`config.mk`:
```
export PLATFORM = sky130hd
export DESIGN_NAME = crop_stream_arbiter
export DESIGN_NICKNAME = d
export VERILOG_FILES = /design/src/rtl/crop_stream_arbiter.sv
export SDC_FILE = /design/constraint.sdc
export NUM_CORES = 1
export LEC_CHECK = 0
export BUFFER_PORTS_ARGS = -buffer_cell sky130_fd_sc_hd__buf_2
export CAP_MARGIN = 20
export CORE_UTILIZATION = 46
export DETAILED_ROUTE_END_ITERATION = 6
export PLACE_DENSITY = 0.84
export SETUP_SLACK_MARGIN = 0.4
export SLEW_MARGIN = 20
export SYNTH_ARGS = -nofsm -noshare
export SYNTH_HDL_FRONTEND = slang
export SYNTH_SLANG_ARGS = --single-unit
```
`constraint.sdc`:
```
create_clock -name clk -period 2.7 [get_ports clk]
set_clock_uncertainty 0.1 [all_clocks]
set_input_delay 0.135 -clock clk [delete_from_list [all_inputs] [get_ports clk]]
set_output_delay 0.135 -clock clk [all_outputs]
set_load 0.02 [all_outputs]
```
`src/rtl/crop_stream_arbiter.sv`:
```
// crop_stream_arbiter: round-robin arbiter that locks one crop stream per PKT_LEN-beat packet.
// Defining CROP_ARB_LAST_EN adds out_last, which marks the final beat of each packet.
module crop_stream_arbiter #(
  parameter int DATA_WIDTH = 8,
  parameter int NUM_REQ = 4,
  parameter int PKT_LEN = 9,
  localparam int SW = NUM_REQ > 1 ? $clog2(NUM_REQ) : 1,
  localparam int CW = $clog2(PKT_LEN + 1)
) (
  input  logic                          clk,
  input  logic                          reset_n,
  input  logic [NUM_REQ-1:0]            req_valid,
  output logic [NUM_REQ-1:0]            req_ready,
  input  logic [NUM_REQ*DATA_WIDTH-1:0] req_data,
  output logic                          out_valid,
  input  logic                          out_ready,
  output logic [DATA_WIDTH-1:0]         out_data,
  output logic [SW-1:0]                 out_src,
  output logic                          busy
`ifdef CROP_ARB_LAST_EN
  ,
  output logic                          out_last
`endif
);
  typedef enum logic {IDLE, LOCKED} state_e;
  state_e state_q, state_d;
  logic [SW-1:0] grant_q, grant_d, rr_q, rr_d, pick, idx;
  logic [CW-1:0] beat_cnt_q, beat_cnt_d;
  logic locked, beat, last;
  assign locked    = state_q == LOCKED;
  assign out_valid = locked & req_valid[grant_q];
  assign out_data  = locked ? req_data[grant_q*DATA_WIDTH +: DATA_WIDTH] : '0;
  assign req_ready = (locked & out_ready) ? (NUM_REQ'(1) << grant_q) : '0;
  assign out_src   = locked ? grant_q : '0;
  assign busy      = locked;
  assign beat      = out_valid & out_ready;
  assign last      = beat_cnt_q == CW'(PKT_LEN - 1);
`ifdef CROP_ARB_LAST_EN
  assign out_last  = out_valid & last;
`endif
  // Scan downward so the requester closest to rr_q wins.
  always_comb begin
    pick = rr_q;
    idx  = rr_q;
    for (int i = NUM_REQ - 1; i >= 0; i--) begin
      idx = SW'((int'(rr_q) + i) % NUM_REQ);
      if (req_valid[idx]) pick = idx;
    end
  end
  always_comb begin
    state_d    = state_q;
    grant_d    = grant_q;
    rr_d       = rr_q;
    beat_cnt_d = beat_cnt_q;
    if (!locked) begin
      if (|req_valid) begin
        state_d = LOCKED;
        grant_d = pick;
      end
    end else if (beat) begin
      beat_cnt_d = last ? '0 : beat_cnt_q + CW'(1);
      if (last) begin
        state_d = IDLE;
        rr_d    = SW'((int'(grant_q) + 1) % NUM_REQ);
      end
    end
  end
  always_ff @(posedge clk or negedge reset_n) begin
    if (!reset_n) begin
      state_q    <= IDLE;
      grant_q    <= '0;
      rr_q       <= '0;
      beat_cnt_q <= '0;
    end else begin
      state_q    <= state_d;
      grant_q    <= grant_d;
      rr_q       <= rr_d;
      beat_cnt_q <= beat_cnt_d;
    end
  end
endmodule

```
==> flow_summary_export.csv, run 1 <==
group,metric,value,unit
finish,drive_above_1_share,49.0,%
logic_synthesis,synthesis.area,916,µm²
detailed_routing,vias_per_cell,5.42,
detailed_routing,detail_route.wl_per_cell,13.1,µm
logic_synthesis,ys.flop_type,"dfrtp_1",
detailed_routing,antenna_left,0,
cts,clk_latency,0.26,ns
finish,fin_area,0.00124,mm²
cts,numClockSinks,9,
cts,cts.clk_slew.worst_paths,0.06,ns
critical_path,path_cells,"buf_4 -> mux4_2 -> and2_1 -> buf_2",
logic_synthesis,syn_inst,90,
cts,cts_buffers,3,
sta,setup_viol,0,
finish,antenna_cells,0,
floorplanning,die_area,0.00217,mm²
logic_synthesis,synth-async-reset-ratio,100,%
floorplanning,die_h,46.6,µm
sta,tns,0,ns
critical_path,critPathMaxStageDelay,0.55,ns
detailed_routing,drt-pass1-iter-count,4,
floorplanning,initial_utilization,50.8,%
critical_path,cp_slowest_cell,"dfrtp_1",
cts,post_cts_resized,0,
sta,fmax,468,MHz
critical_path,crit_arrival,1.90,ns
power,powerDensity,960,mW/mm²
sta,rsz0062_at_grt,"no",
global_route,grt_max_degree,21,
finish,final_common_cell,"buf_2",
detailed_routing,drc_errors,0,
logic_synthesis,synth.area.top_cells,"dfrtp_1 (25%), mux4_2 (22%), ha_1 (8.2%)",
logic_synthesis,yosys_warnings,0,
critical_path,critPathBufInv,2,
floorplanning,core_area,0.00180,mm²
logic_synthesis,ys_seq_area_share,24.6,%
detailed_routing,drt_iter0_drc,17,
logic_synthesis,synthDistinctLibCells,31,
logic_synthesis,synth_area_per_cell,10.2,µm²
detailed_routing,via_count,921,
floorplanning,io_pins,55,
global_route,grt_pass1_vias,770,
critical_path,critPathTopFamily,"flip-flops",
global_route,grt_pass1_wl,3160,µm
power,vdd_drop_max,0.594,mV
cts,cts_tree,"done",
global_route,antenna_found_initial,0,
cts,htreeDepth,1,
job,maxCapViolCount,0,
power,cellLeakagePower,0.000609,µW
logic_synthesis,synth_top_cell_area_share,24.6,%
hold_path,hp-class,"input pin to async pin",
critical_path,cp-start-kind,"flip-flop",
placed_design,dp_hpwl,1830,µm
sta,fin_crit_sh,79.2,%
cts,clock_path_buffers,2,
placed_design,port-buffer-count,54,
sta,min_period,2.14,ns
placed_design,gp_congestion,0.793,
finish,mostFrequentLayoutCells,"buf_2 (54), and2_1 (11), mux4_2 (9), dfrtp_1 (9)",
sta,worstMarginPinSlew,0.577,ns
global_route,grt_usage,20.6,%
finish,area_growth,35.0,%
floorplanning,rows,15,
floorplanning,die_w,46.6,µm
critical_path,critPathKind,"flip-flop to output pin",
critical_path,cp_max_fo,10,
sta,drv_slew,0,
status,outcome,"completed",
cts,cts-root-buf,"clkbuf_4",
logic_synthesis,synth_nets,135,
finish,layout.nets,191,
critical_path,required,2.47,ns
logic_synthesis,synth_top_area_cell,"dfrtp_1",
global_route,grt_overflow_total,0,
placed_design,placed_area,0.00120,mm²
logic_synthesis,synth_edf_count,0,
sta,timing_hold_violations_final,0,
detailed_routing,wirelength,2220,µm
critical_path,end_kind,"output pin",
logic_synthesis,ys_ff_latch,9,
sta,relSlewSlack,60.6,%
==> power breakdown <==
| group | leakage (µW) | switching (µW) | internal [µW] | total [µW] |
|---|---|---|---|---|
| clock | 0.0000150 | 45.8 | 56.9 | 103 |
| sequential | 0.000103 | 111 | 194 | 305 |
| combinational | 0.000491 | 387 | 392 | 779 |
| total | 0.000609 | 544 | 643 | 1190 |
==> routing by layer <==
layer  wire length [µm]  vias to the layer above  track usage (%)
met1                918                      436             24.6
met3                147                        5             3.14
met5                  0                        -                0
met2               1130                       33             37.2
met4                 26                        0             6.86
li1                   -                      447                -
==> cell families after synthesis <==
family,Yosys count,synth area share (%)
adder cells (fa/ha/maj),6,8.20
AO/OA/AOI/OAI,15,11.7
flip-flops,9,24.6
multiplexers,15,29.1
AND/OR/NAND/NOR,35,21.6
buffers and inverters,10,4.78
==> per-stage QoR <==
step | std cells | power (µW) | worst slack [ns] | hold slack [ns] | util (%)
2_1_floorplan | 90 | 882 | 0.977 | -0.261 | -
3_3_place_gp | 165 | 1060 | 0.872 | -0.105 | 66.6
3_5_place_dp | 165 | 1090 | 0.816 | -0.105 | 66.6
4_1_cts | 170 | 1200 | 0.537 | 0.150 | 68.6
5_1_grt | 170 | 1290 | 0.440 | 0.162 | 68.6
6_report | 170 | 1190 | 0.561 | 0.151 | 68.6
==> state kept, by name, summed over array words and instances (netlist names) <==
signal      flops
beat_cnt_q      4
busy            1
grant_q         2
rr_q            2
==> cells in the mapped netlist (2+ instances only) <==
cell type	instances
ha_1	6
a21oi_1	3
nor3b_1	2
nor2b_1	3
inv_1	5
o22ai_1	2
nor2_1	4
and2_1	11
dfrtp_1	9
o21ai_0	4
mux4_2	9
mux2i_1	3
mux2_2	2
and3_1	5
nand2_1	6
==> area by class of cell <==
type	instances	area [µm²]
well taps	25	31.3
inverters	5	18.8
clock buffers	4	26.3
multi-input cells	71	647
fillers	148	566
repair buffers	56	288
flip-flops and latches	9	225
==> path summary, 6_finish.rpt <==
kind                               start  depth (start not counted)       endpoint  slack, ns
max                           grant_q[0]                          4    out_data[3]       0.56
min                              reset_n                          2  beat_cnt_q[2]       0.15
max reg2reg                   grant_q[1]                          4  beat_cnt_q[3]       0.91
min reg2reg                beat_cnt_q[3]                          1  beat_cnt_q[3]       0.49
max in group asynchronous        reset_n                          2     grant_q[1]       2.17
min in group clk            req_valid[2]                          3           busy       0.18
==> timing repair <==
action,in CTS,in global routing
hold buffers,1,0
hold endpoints to repair,9,0
buffers inserted,0,0
Note: power is estimated with default switching activity, not from simulation.
==> inputs of run 2 (changes only) <==
--- a/config.mk
+++ b/config.mk
@@ -5,11 +5,12 @@
 export SDC_FILE = /design/constraint.sdc
 export NUM_CORES = 1
 export LEC_CHECK = 0
+export ABC_AREA = 1
 export BUFFER_PORTS_ARGS = -buffer_cell sky130_fd_sc_hd__buf_2
 export CAP_MARGIN = 20
-export CORE_UTILIZATION = 46
+export CORE_UTILIZATION = 40
 export DETAILED_ROUTE_END_ITERATION = 6
-export PLACE_DENSITY = 0.84
+export PLACE_DENSITY = 0.76
 export SETUP_SLACK_MARGIN = 0.4
 export SLEW_MARGIN = 20
 export SYNTH_ARGS = -nofsm -noshare
==> constraint.sdc (replaced) <==
create_clock -name clk -period 1.7 [get_ports clk]
set_clock_uncertainty 0.1 [all_clocks]
set_input_delay 0.085 -clock clk [delete_from_list [all_inputs] [get_ports clk]]
set_output_delay 0.085 -clock clk [all_outputs]
set_load 0.02 [all_outputs]
==> run 2 against run 1 <==
Effect of this change: critical path depth up 1; sequential share of layout area down 4.4 points; non-clock buffer count up 11; worst hold slack worse by 0.070 ns; largest power group unchanged; clock power up 62%; flip-flop and latch count unchanged; largest cell class unchanged; die area up 28%.
==> flow_summary_export.csv, run 2 <==
group,metric,value,unit
logic_synthesis,ys_seq_area_share,22.0,%
finish,area_growth,62.8,%
floorplanning,rows,17,
critical_path,end_kind,"output pin",
logic_synthesis,synthDistinctLibCells,24,
logic_synthesis,synth_most_common_cell,"nand2_1",
sta,min_period,1.59,ns
logic_synthesis,synth-async-reset-ratio,100,%
floorplanning,io_pins,55,
power,power,3280,µW
cts,cts.clk_slew.worst_paths,0.06,ns
global_route,grt_max_degree,21,
cts,cts_tree,"done",
sta,fmax,629,MHz
power,cellLeakagePower,0.000888,µW
detailed_routing,drc_errors,0,
detailed_routing,antenna_left,0,
sta,drv_slew,0,
power,p_sw_share,53.4,%
floorplanning,die_w,52.6,µm
finish,drive_above_1_share,49.6,%
cts,htreeDepth,1,
global_route,grt_pass1_wl,4600,µm
power,share_comb_of_total_power,80.8,%
detailed_routing,vias_per_cell,4.90,
finish,mostFrequentLayoutCells,"buf_2 (44), nor2_1 (35), nand2_1 (27), inv_1 (18)",
logic_synthesis,ys.flop_type,"dfrtp_1",
finish,final_common_cell,"buf_2",
detailed_routing,detail_route.wl_per_cell,11.9,µm
finish,seqCellArea,231,µm²
detailed_routing,via_count,1333,
sta,worstMarginPinSlew,0.295,ns
detailed_routing,wirelength,3230,µm
sta,fin_crit_sh,93.5,%
global_route,grt_pass1_vias,1122,
logic_synthesis,synth_top_area_cell,"dfrtp_1",
sta,setup_viol,0,
finish,final_util,72.0,%
critical_path,cp-start-kind,"flip-flop",
cts,clk_latency,0.26,ns
floorplanning,die_area,0.00277,mm²
logic_synthesis,synth_edf_count,0,
power,pwr-share-clk,5.1,%
floorplanning,core_area,0.00232,mm²
power,seq_power_share,14.1,%
sta,timing_hold_violations_final,0,
placed_design,port-buffer-count,54,
detailed_routing,drt-pass1-iter-count,4,
logic_synthesis,synthesis.area,0.00103,mm²
critical_path,critPathKind,"flip-flop to output pin",
global_route,grt_usage,22.2,%
placed_design,dp_hpwl,2200,µm
finish,layout.nets,290,
cts,cts-root-buf,"clkbuf_4",
critical_path,required,1.51,ns
global_route,antenna_found_initial,0,
critical_path,cp_max_fo,20,
hold_path,hp-class,"input pin to flip-flop",
logic_synthesis,ys_top_cells_by_count,"nand2_1 (41), nor2_1 (37), o21ai_0 (21)",
status,outcome,"completed",
detailed_routing,drt_iter0_drc,37,
placed_design,gp_congestion,0.883,
critical_path,crit_arrival,1.40,ns
logic_synthesis,ys_ff_latch,9,
finish,reg_top3,"beat_cnt_q: 4 flops, grant_q: 2 flops, rr_q: 2 flops",
floorplanning,initial_utilization,44.3,%
placed_design,placed_area,0.00139,mm²
cts,clock_path_buffers,2,
power,power.switching,1750,µW
finish,antenna_cells,0,
power,vdd_drop_max,1.16,mV
cts,numClockSinks,9,
sta,relSlewSlack,80.3,%
placed_design,dp_slack,0.233,ns
global_route,grt_overflow_total,0,
floorplanning,die_h,52.6,µm
finish,fin_area,0.00167,mm²
finish,fill_cells,192,
logic_synthesis,synth_nets,223,
sta,layout_setup_ws,0.111,ns
finish,largest-register,"beat_cnt_q",
logic_synthesis,synth.area.top_cells,"dfrtp_1 (22%), nand2_1 (15%), nor2_1 (14%)",
logic_synthesis,yosys_warnings,0,
logic_synthesis,syn_inst,178,
job,maxCapViolCount,0,
sta,tns,0,ns
logic_synthesis,synth_area_per_cell,5.76,µm²
cts,cts_buffers,3,
sta,rsz0062_at_grt,"yes",
power,p_int,1530,µW
logic_synthesis,synth_top_cell_area_share,22.0,%
finish,multiInputGateArea,813,µm²
power,powerDensity,1960,mW/mm²
finish,largest_reg_flops,4,
## run 2: layout make-up
class	count	area share, %
inverter	25	7.42
tap	28	2.10
timing repair buffer	67	26.3
sequential	9	13.9
clock inverter	1	0.300
multi-input combinational	139	48.7
clock buffer	3	1.35
## run 2: critical path, stage by stage (launching register included)
cell,delay [ns]
dfrtp_2,0.41
buf_12,0.17
inv_12,0.06
o21ai_0,0.25
a21oi_2,0.08
buf_4,0.16
## run 2: cell families (layout without fill, tap and decap cells)
logic type / count (synthesis) / after routing / synth area share, %
AOI/OAI and AO/OA: 35 / 35 / 17.8
xor gates and xnor gates: 2 / 2 / 1.71
adders and majority gates: 6 / 6 / 7.32
buffers and inverters: 30 / 96 / 12.7
DFF: 9 / 9 / 22.0
and+or+nand+nor: 96 / 96 / 38.5
## run 2: final timing paths
kind                               startpoint            end  slack, ns  cells past startpoint
worst min-delay path                out_ready  beat_cnt_q[2]       0.08                      4
min in group asynchronous             reset_n  beat_cnt_q[3]       0.09                      2
worst min register to register  beat_cnt_q[3]  beat_cnt_q[3]       0.44                      2
worst max register to register     grant_q[1]        rr_q[0]       0.17                      7
worst max-delay path               grant_q[0]    out_data[7]       0.11                      5
max in group asynchronous             reset_n           busy       1.21                      2
## run 2: timing repair
item | CTS | global route
gates resized for setup | 36 | 25
setup buffers | 5 | 4
hold buffers | 1 | 0
gates cloned | 1 | 0
endpoints found under the setup margin | 24 | 24
hold endpoints to repair | 9 | 0
pin swaps | 4 | 17
## run 2: metal layers
metal	GRT usage [%]	vias to the layer above	part of all wire, %
met2	35.9	50	50
li1	-	697	-
met4	7.89	0	0.84
met1	30.9	582	44
met3	1.16	4	5.1
met5	0	-	0
## run 2: through the flow
stage | instances | hold WS [ns]
finish | 272 | 0.0806
global placement | 257 | -0.154
floorplan | 178 | -0.311
detailed placement | 257 | -0.153
CTS | 268 | 0.0714
global route | 272 | 0.0944
## run 2: power groups by stage
stage | logic (µW) | clock network (µW) | registers (µW)
after floorplan | 1590 | 0 | 394
after global placement | 1990 | 0 | 435
after detailed placement | 1980 | 0 | 440
after CTS | 2380 | 174 | 442
after global routing | 2910 | 181 | 474
final | 2650 | 167 | 462
